`src/rtl/md5_pkg.sv`:
```
// Shared MD5 definitions for the step engine, its benches and the upstream
// padding stage: FSM state encoding, step count, per-round rotate amounts,
// the standard initial chaining value and a 32-bit rotate helper.
package md5_pkg;

  localparam int         NSTEPS    = 64;
  localparam logic [5:0] LAST_STEP = 6'(NSTEPS - 1);

  localparam logic [31:0] IV_A = 32'h67452301;
  localparam logic [31:0] IV_B = 32'hefcdab89;
  localparam logic [31:0] IV_C = 32'h98badcfe;
  localparam logic [31:0] IV_D = 32'h10325476;
  // Packed like h_in/h_out: A in the low lane, D in the high lane.
  localparam logic [127:0] MD5_IV = {IV_D, IV_C, IV_B, IV_A};

  typedef enum logic [1:0] {
    ST_IDLE = 2'd0,
    ST_RUN  = 2'd1,
    ST_FIN  = 2'd2
  } state_e;

  // Rotate amount for a step, selected by round (cnt[5:4]) and cnt[1:0].
  function automatic logic [4:0] shift_amt(input logic [1:0] rnd, input logic [1:0] idx);
    logic [4:0] s;
    s = 5'd0;
    case ({rnd, idx})
      4'h0: s = 5'd7;
      4'h1: s = 5'd12;
      4'h2: s = 5'd17;
      4'h3: s = 5'd22;
      4'h4: s = 5'd5;
      4'h5: s = 5'd9;
      4'h6: s = 5'd14;
      4'h7: s = 5'd20;
      4'h8: s = 5'd4;
      4'h9: s = 5'd11;
      4'ha: s = 5'd16;
      4'hb: s = 5'd23;
      4'hc: s = 5'd6;
      4'hd: s = 5'd10;
      4'he: s = 5'd15;
      4'hf: s = 5'd21;
      default: s = 5'd0;
    endcase
    return s;
  endfunction

  function automatic logic [31:0] rotl32(input logic [31:0] x, input logic [4:0] s);
    // A 6-bit right-shift amount keeps s=0 well defined (x >> 32 is zero).
    return (x << s) | (x >> (6'd32 - {1'b0, s}));
  endfunction

endpackage

```
`src/rtl/md5_step_engine_k_rom.sv`:
```
// MD5 additive constant table: K[i] = floor(abs(sin(i+1)) * 2^32).
// Ports:
//   step_idx  in   6  step number 0..63
//   k_out     out 32  constant for that step (combinational)
module md5_step_engine_k_rom (
  input  logic [5:0]  step_idx,
  output logic [31:0] k_out
);

  always_comb begin
    k_out = 32'h0;
    case (step_idx)
      6'd0:  k_out = 32'hd76aa478;
      6'd1:  k_out = 32'he8c7b756;
      6'd2:  k_out = 32'h242070db;
      6'd3:  k_out = 32'hc1bdceee;
      6'd4:  k_out = 32'hf57c0faf;
      6'd5:  k_out = 32'h4787c62a;
      6'd6:  k_out = 32'ha8304613;
      6'd7:  k_out = 32'hfd469501;
      6'd8:  k_out = 32'h698098d8;
      6'd9:  k_out = 32'h8b44f7af;
      6'd10: k_out = 32'hffff5bb1;
      6'd11: k_out = 32'h895cd7be;
      6'd12: k_out = 32'h6b901122;
      6'd13: k_out = 32'hfd987193;
      6'd14: k_out = 32'ha679438e;
      6'd15: k_out = 32'h49b40821;
      6'd16: k_out = 32'hf61e2562;
      6'd17: k_out = 32'hc040b340;
      6'd18: k_out = 32'h265e5a51;
      6'd19: k_out = 32'he9b6c7aa;
      6'd20: k_out = 32'hd62f105d;
      6'd21: k_out = 32'h02441453;
      6'd22: k_out = 32'hd8a1e681;
      6'd23: k_out = 32'he7d3fbc8;
      6'd24: k_out = 32'h21e1cde6;
      6'd25: k_out = 32'hc33707d6;
      6'd26: k_out = 32'hf4d50d87;
      6'd27: k_out = 32'h455a14ed;
      6'd28: k_out = 32'ha9e3e905;
      6'd29: k_out = 32'hfcefa3f8;
      6'd30: k_out = 32'h676f02d9;
      6'd31: k_out = 32'h8d2a4c8a;
      6'd32: k_out = 32'hfffa3942;
      6'd33: k_out = 32'h8771f681;
      6'd34: k_out = 32'h6d9d6122;
      6'd35: k_out = 32'hfde5380c;
      6'd36: k_out = 32'ha4beea44;
      6'd37: k_out = 32'h4bdecfa9;
      6'd38: k_out = 32'hf6bb4b60;
      6'd39: k_out = 32'hbebfbc70;
      6'd40: k_out = 32'h289b7ec6;
      6'd41: k_out = 32'heaa127fa;
      6'd42: k_out = 32'hd4ef3085;
      6'd43: k_out = 32'h04881d05;
      6'd44: k_out = 32'hd9d4d039;
      6'd45: k_out = 32'he6db99e5;
      6'd46: k_out = 32'h1fa27cf8;
      6'd47: k_out = 32'hc4ac5665;
      6'd48: k_out = 32'hf4292244;
      6'd49: k_out = 32'h432aff97;
      6'd50: k_out = 32'hab9423a7;
      6'd51: k_out = 32'hfc93a039;
      6'd52: k_out = 32'h655b59c3;
      6'd53: k_out = 32'h8f0ccc92;
      6'd54: k_out = 32'hffeff47d;
      6'd55: k_out = 32'h85845dd1;
      6'd56: k_out = 32'h6fa87e4f;
      6'd57: k_out = 32'hfe2ce6e0;
      6'd58: k_out = 32'ha3014314;
      6'd59: k_out = 32'h4e0811a1;
      6'd60: k_out = 32'hf7537e82;
      6'd61: k_out = 32'hbd3af235;
      6'd62: k_out = 32'h2ad7d2bb;
      6'd63: k_out = 32'heb86d391;
      default: k_out = 32'h0;
    endcase
  end

endmodule

```
`src/rtl/md5_step_engine.sv`:
```
// Iterative MD5 compression: one 512-bit block plus a 128-bit chaining value
// in, updated chaining value out. One MD5 step per clock, 64 steps per block.
// Ports:
//   clk       in    1  system clock, rising edge
//   rst       in    1  synchronous active-high reset (aborts a block silently)
//   start     in    1  request, sampled only while busy=0
//   block_in  in  512  M[i] = block_in[32i+31:32i]
//   h_in      in  128  chaining input, A=[31:0] .. D=[127:96]
//   busy      out   1  block in progress
//   done      out   1  one-cycle pulse, h_out valid
//   h_out     out 128  result, held until the next done
//
// state   | meaning
// IDLE    | waiting for start; h_out holds the last result
// RUN     | one compression step per clock, cnt = step 0..63
// FIN     | add saved chaining value, pulse done
module md5_step_engine
  import md5_pkg::*;
(
  input  logic         clk,
  input  logic         rst,
  input  logic         start,
  input  logic [511:0] block_in,
  input  logic [127:0] h_in,
  output logic         busy,
  output logic         done,
  output logic [127:0] h_out
);

  state_e             state_q, state_d;
  logic [5:0]         cnt_q, cnt_d;
  logic [15:0][31:0]  m_q, m_d;
  logic [127:0]       hsave_q, hsave_d;
  logic [31:0]        a_q, a_d, b_q, b_d, c_q, c_d, d_q, d_d;
  logic [127:0]       h_out_q, h_out_d;
  logic               done_q, done_d;
  logic               busy_q, busy_d;

  logic [31:0] k_val;
  logic [31:0] f_val;
  logic [3:0]  g_idx;
  logic [4:0]  s_amt;
  logic [31:0] step_sum;

  md5_step_engine_k_rom u_k_rom (
    .step_idx (cnt_q),
    .k_out    (k_val)
  );

  // Round function and message index. The g formulas only need cnt mod 16,
  // so they are evaluated in 4 bits and wrap naturally.
  always_comb begin
    f_val = 32'h0;
    g_idx = 4'h0;
    case (cnt_q[5:4])
      2'd0: begin
        f_val = (b_q & c_q) | (~b_q & d_q);
        g_idx = cnt_q[3:0];
      end
      2'd1: begin
        f_val = (d_q & b_q) | (~d_q & c_q);
        g_idx = cnt_q[3:0] * 4'd5 + 4'd1;
      end
      2'd2: begin
        f_val = b_q ^ c_q ^ d_q;
        g_idx = cnt_q[3:0] * 4'd3 + 4'd5;
      end
      default: begin
        f_val = c_q ^ (b_q | ~d_q);
        g_idx = cnt_q[3:0] * 4'd7;
      end
    endcase
    s_amt    = shift_amt(cnt_q[5:4], cnt_q[1:0]);
    step_sum = a_q + f_val + k_val + m_q[g_idx];
  end

  always_comb begin
    state_d = state_q;
    cnt_d   = cnt_q;
    m_d     = m_q;
    hsave_d = hsave_q;
    a_d     = a_q;
    b_d     = b_q;
    c_d     = c_q;
    d_d     = d_q;
    h_out_d = h_out_q;
    done_d  = 1'b0;
    busy_d  = busy_q;
    case (state_q)
      ST_IDLE: begin
        if (start) begin
          m_d     = block_in;
          hsave_d = h_in;
          a_d     = h_in[31:0];
          b_d     = h_in[63:32];
          c_d     = h_in[95:64];
          d_d     = h_in[127:96];
          cnt_d   = 6'd0;
          busy_d  = 1'b1;
          state_d = ST_RUN;
        end
      end
      ST_RUN: begin
        a_d   = d_q;
        d_d   = c_q;
        c_d   = b_q;
        b_d   = b_q + rotl32(step_sum, s_amt);
        cnt_d = cnt_q + 6'd1;
        if (cnt_q == LAST_STEP) begin
          state_d = ST_FIN;
        end
      end
      ST_FIN: begin
        h_out_d = {hsave_q[127:96] + d_q, hsave_q[95:64] + c_q,
                   hsave_q[63:32]  + b_q, hsave_q[31:0]  + a_q};
        done_d  = 1'b1;
        busy_d  = 1'b0;
        state_d = ST_IDLE;
      end
      default: begin
        state_d = ST_IDLE;
        busy_d  = 1'b0;
      end
    endcase
  end

  always_ff @(posedge clk) begin
    if (rst) begin
      state_q <= ST_IDLE;
      cnt_q   <= 6'd0;
      m_q     <= '0;
      hsave_q <= '0;
      a_q     <= 32'h0;
      b_q     <= 32'h0;
      c_q     <= 32'h0;
      d_q     <= 32'h0;
      h_out_q <= '0;
      done_q  <= 1'b0;
      busy_q  <= 1'b0;
    end else begin
      state_q <= state_d;
      cnt_q   <= cnt_d;
      m_q     <= m_d;
      hsave_q <= hsave_d;
      a_q     <= a_d;
      b_q     <= b_d;
      c_q     <= c_d;
      d_q     <= d_d;
      h_out_q <= h_out_d;
      done_q  <= done_d;
      busy_q  <= busy_d;
    end
  end

  assign busy  = busy_q;
  assign done  = done_q;
  assign h_out = h_out_q;

endmodule

```
`config.mk`:
```
export PLATFORM = sky130hd
export DESIGN_NAME = md5_step_engine
export DESIGN_NICKNAME = d
export VERILOG_FILES = /design/src/rtl/md5_pkg.sv /design/src/rtl/md5_step_engine_k_rom.sv /design/src/rtl/md5_step_engine.sv
export SDC_FILE = /design/constraint.sdc
export NUM_CORES = 2
export LEC_CHECK = 0
export CORE_MARGIN = 1
export CORE_UTILIZATION = 50
export DETAILED_ROUTE_END_ITERATION = 8
export GPL_TIMING_DRIVEN = 0
export PLACE_DENSITY = 0.84
export SKIP_CTS_REPAIR_TIMING = 1
export SLEW_MARGIN = 20
export SYNTH_ARGS = -nofsm -noshare
export SYNTH_HDL_FRONTEND = slang
export SYNTH_HIERARCHICAL = 1
export SYNTH_SLANG_ARGS = --single-unit
```
`constraint.sdc`:
```
create_clock -name clk -period 13.6 [get_ports clk]
set_input_delay 4.08 -clock clk [delete_from_list [all_inputs] [get_ports clk]]
set_output_delay 4.08 -clock clk [all_outputs]
set_load 0.02 [all_outputs]
```
==> summary.txt <==
DRC: 2
Synth top cells by count: nand2_1 (1931), a21oi_1 (1159), dfxtp_1 (911)
Slowest library cell on the worst path: clkdlybuf4s15_1
Height of the chip: 337.5 um
Die Wd: 337.5 um
Peak VDD IR: 0.0001078 V
Lkg Pwr: 0.02709 uW
Clk Latency, worst-skew pair: 0.72 ns
Pwr Total: 10250 uW
Share of cells above drive strength 1: 3.988%
Fill count: 9669
Crit-path max FO: 12
Drt initial violations: 10507
Dominant synthesized flop cell: dfxtp_1
CP Capture Type: flop
Synth warn: 6
RSZ-0062 raised after global routing: no
CTS tree: yes
Fmax: 0.07317 GHz
DP HPWL: 241.9 mm
GPL Wtd Cong: 1.099
Max-cap violations: 0
R2r setup slk: -0.07 ns
Area grow syn2layout: 23.26%
Yosys reg bits: 911
Post-synth net total: 8535
Synthesized instance count: 7600
Clock sink count: 911
Hold worst-path end: h_out[83]
Hold Worst Slack: 0.4515 ns
Buffers & Inverters on Critical Path: 5
Synth Area in Compound Gates: 24.78%
Number of synthesized flops with an enable pin: 0
Data arrival, critical path: 14.26 ns
Vias per inst: 6.589
Required time of the worst setup path: 14.19 ns
CTS root buf: clkbuf_16
Floorplan row count: 122
Mux contribution to synthesized area: 5.373%
Routed len/inst: 30.11 um
Number of global-route vias before repair: 61178
Hold crit path type: flop to flop
Post-Synth Adder-Cell Area: 7.414%
Pre-CTS setup slack: 0.1174 ns
Final wirelength: 303.1 mm
Reg2reg end: b_q[31]
1st-pass router iterations: 9
Final Hold Viols: 0
Largest net degree at the start of global routing: 21
Crit share post-route: 100.5%
Worst clock skew: 0.04157 ns
Clock Tree Buf Depth: 3
Violations in the final reports: DRC, setup timing
Area leader, netlist: dfxtp_1
Nets@finish: 9407
Syn avg cell area: 7.403 um^2
Synth top area cells: dfxtp_1 (32%), nand2_1 (13%), a21oi_1 (10%)
Starting Density: 50.63%
Most numerous cell in the Yosys netlist: nand2_1
Antenna-violating nets left: 0
Max-slew headroom: 8.021%
Clock transition at path regs: 0.06 ns
Post-synth top area share: 32.41%
Mapped cell area: 0.05627 mm^2
Main combinational cell family by area after synthesis: compound AO/OA/AOI/OAI gates
Via Count: 66336
Most frequent CP cell: o21ai_0
Multi-input gate area: 0.03490 mm^2
DIE AREA: 0.1139 mm^2
Register area: 0.01824 mm^2
H-tree Lvls: 3
Initial antenna violation count: 41
Hold Path Depth: 2
R2R depth: 39
Worst slew pin tran: 1.380 ns
Final worst slack: -0.06620 ns
Global Route Usage Sum: 51.15%
Total gr overflow: 0
Crit path max-delay family: compound AO/OA/AOI/OAI gates
R2r startpoint: cnt_q[0]
Outcome: finished with violations
Startpoint Class: flop
Simple-Gate Fraction of Synth Area: 21.48%
Final setup fails: 1
IO buf count: 771
Crit Path Category: flop to flop
First-pass GRT wire length: 419.9 mm
CP peak stage delay: 0.82 ns
I/O pins: 773
Power per Cell Area: 147.8 mW/mm^2
Async SR Flop Fraction: 0%
Post-layout min period: 13.67 ns
XOR/XNOR share of the synthesized area: 2.920%
Max Slew Vio Count: 0
Hold Startpoint: h_out[83]
Core Area: 0.1111 mm^2
Library cells used by synthesis: 101
Inserted Clock Buffers: 95
Sequential share of the synthesized area: 32.41%
how the worst max path moves through the flow:
stage / depth (start not counted) / start / slack, ns / end
3_3_place_gp: 38 / cnt_q[0] / -1.33 / b_q[28]
2_1_floorplan: 41 / cnt_q[0] / 3.95 / b_q[28]
5_1_grt: 39 / cnt_q[0] / 0.02 / b_q[31]
6_report: 39 / cnt_q[0] / -0.07 / b_q[31]
4_1_cts: 39 / cnt_q[0] / 0.01 / b_q[31]
3_5_place_dp: 39 / cnt_q[0] / 0.12 / b_q[31]
routing by layer:
metal / GRT usage, % / vias to the layer above / wire, um
met5: 0.9362 / - / 378
met4: 36.31 / 36 / 26210
met3: 20.02 / 1318 / 47100
met2: 73.31 / 5512 / 121300
met1: 62.21 / 31182 / 108200
li1: - / 28288 / -
power by group:
group / switching (uW) / internal [uW] / leakage [uW]
combinational: 2900 / 1500 / 0.0180
clock: 1180 / 1640 / 0.00162
sequential: 187 / 2840 / 0.00746
stage by stage:
step / cells / utilization [%] / instance area [um^2] / setup TNS [ns]
2_1_floorplan: 7600 / - / 56270 / 0
3_3_place_gp: 9859 / 59.25 / 65840 / -11.49
3_5_place_dp: 9862 / 59.31 / 65910 / 0
4_1_cts: 10037 / 62.30 / 69230 / 0
5_1_grt: 10056 / 62.38 / 69320 / 0
6_report: 10068 / 62.41 / 69350 / -0.06620
tightest hold or removal path, stage by stage (launching register included):
cell     delay (ns)
dfxtp_1        0.31
nand2_1        0.05
a21oi_1        0.05
sequential cells by signal, indices dropped and copies added, names as in the netlist:
signal	cells
h_out	128
m_q	512
busy	1
done	1
s_amt	5
cnt_q	6
b_q	32
hsave_q	128
c_q	32
a_q	32
state_q	2
d_q	32
placed cells by master, fill, tap and decap left out, types with 31 or more instances in the layout:
| master | Yosys | layout |
|---|---|---|
| a211oi_1 | 255 | 255 |
| a21o_1 | 123 | 123 |
| a21oi_1 | 1159 | 1159 |
| a221oi_1 | 45 | 45 |
| a31oi_1 | 172 | 172 |
| and2_1 | 145 | 145 |
| buf_1 | 63 | 58 |
| buf_2 | 38 | 41 |
| clkbuf_1 | 467 | 477 |
| clkbuf_16 | 0 | 97 |
| clkdlybuf4s50_1 | 0 | 771 |
| dfxtp_1 | 911 | 908 |
| fa_1 | 69 | 69 |
| ha_1 | 223 | 223 |
| inv_1 | 220 | 220 |
| mux2_2 | 31 | 31 |
| mux2i_1 | 194 | 194 |
| mux4_2 | 31 | 31 |
| nand2_1 | 1931 | 1931 |
| nand2b_1 | 65 | 65 |
| nand3_1 | 82 | 82 |
| nor2_1 | 244 | 244 |
| nor2b_1 | 38 | 38 |
| nor3_1 | 161 | 161 |
| o211ai_1 | 37 | 37 |
| o21ai_0 | 225 | 222 |
| o22ai_1 | 45 | 45 |
| or3_1 | 34 | 34 |
| xnor2_1 | 108 | 106 |
| xor2_1 | 77 | 76 |
cell families after synthesis:
kind of cell	after synthesis
XOR/XNOR	186
AND/OR/NAND/NOR	2828
buffers and inverters	810
AO/OA/AOI/OAI	2315
multiplexers	258
flip-flops	911
adder cells (fa/ha/maj)	292
final cells by class:
type	instances	share of cell area [%]
clock buffer	143	4.038
clock inverter	32	0.7469
inverter	226	1.223
timing repair buffer	775	11.19
sequential	911	26.30
buffer	584	3.385
tap	1488	2.685
multi-input combinational	5879	50.32
antenna	30	0.1082
Power figures use the tool's default switching activity.
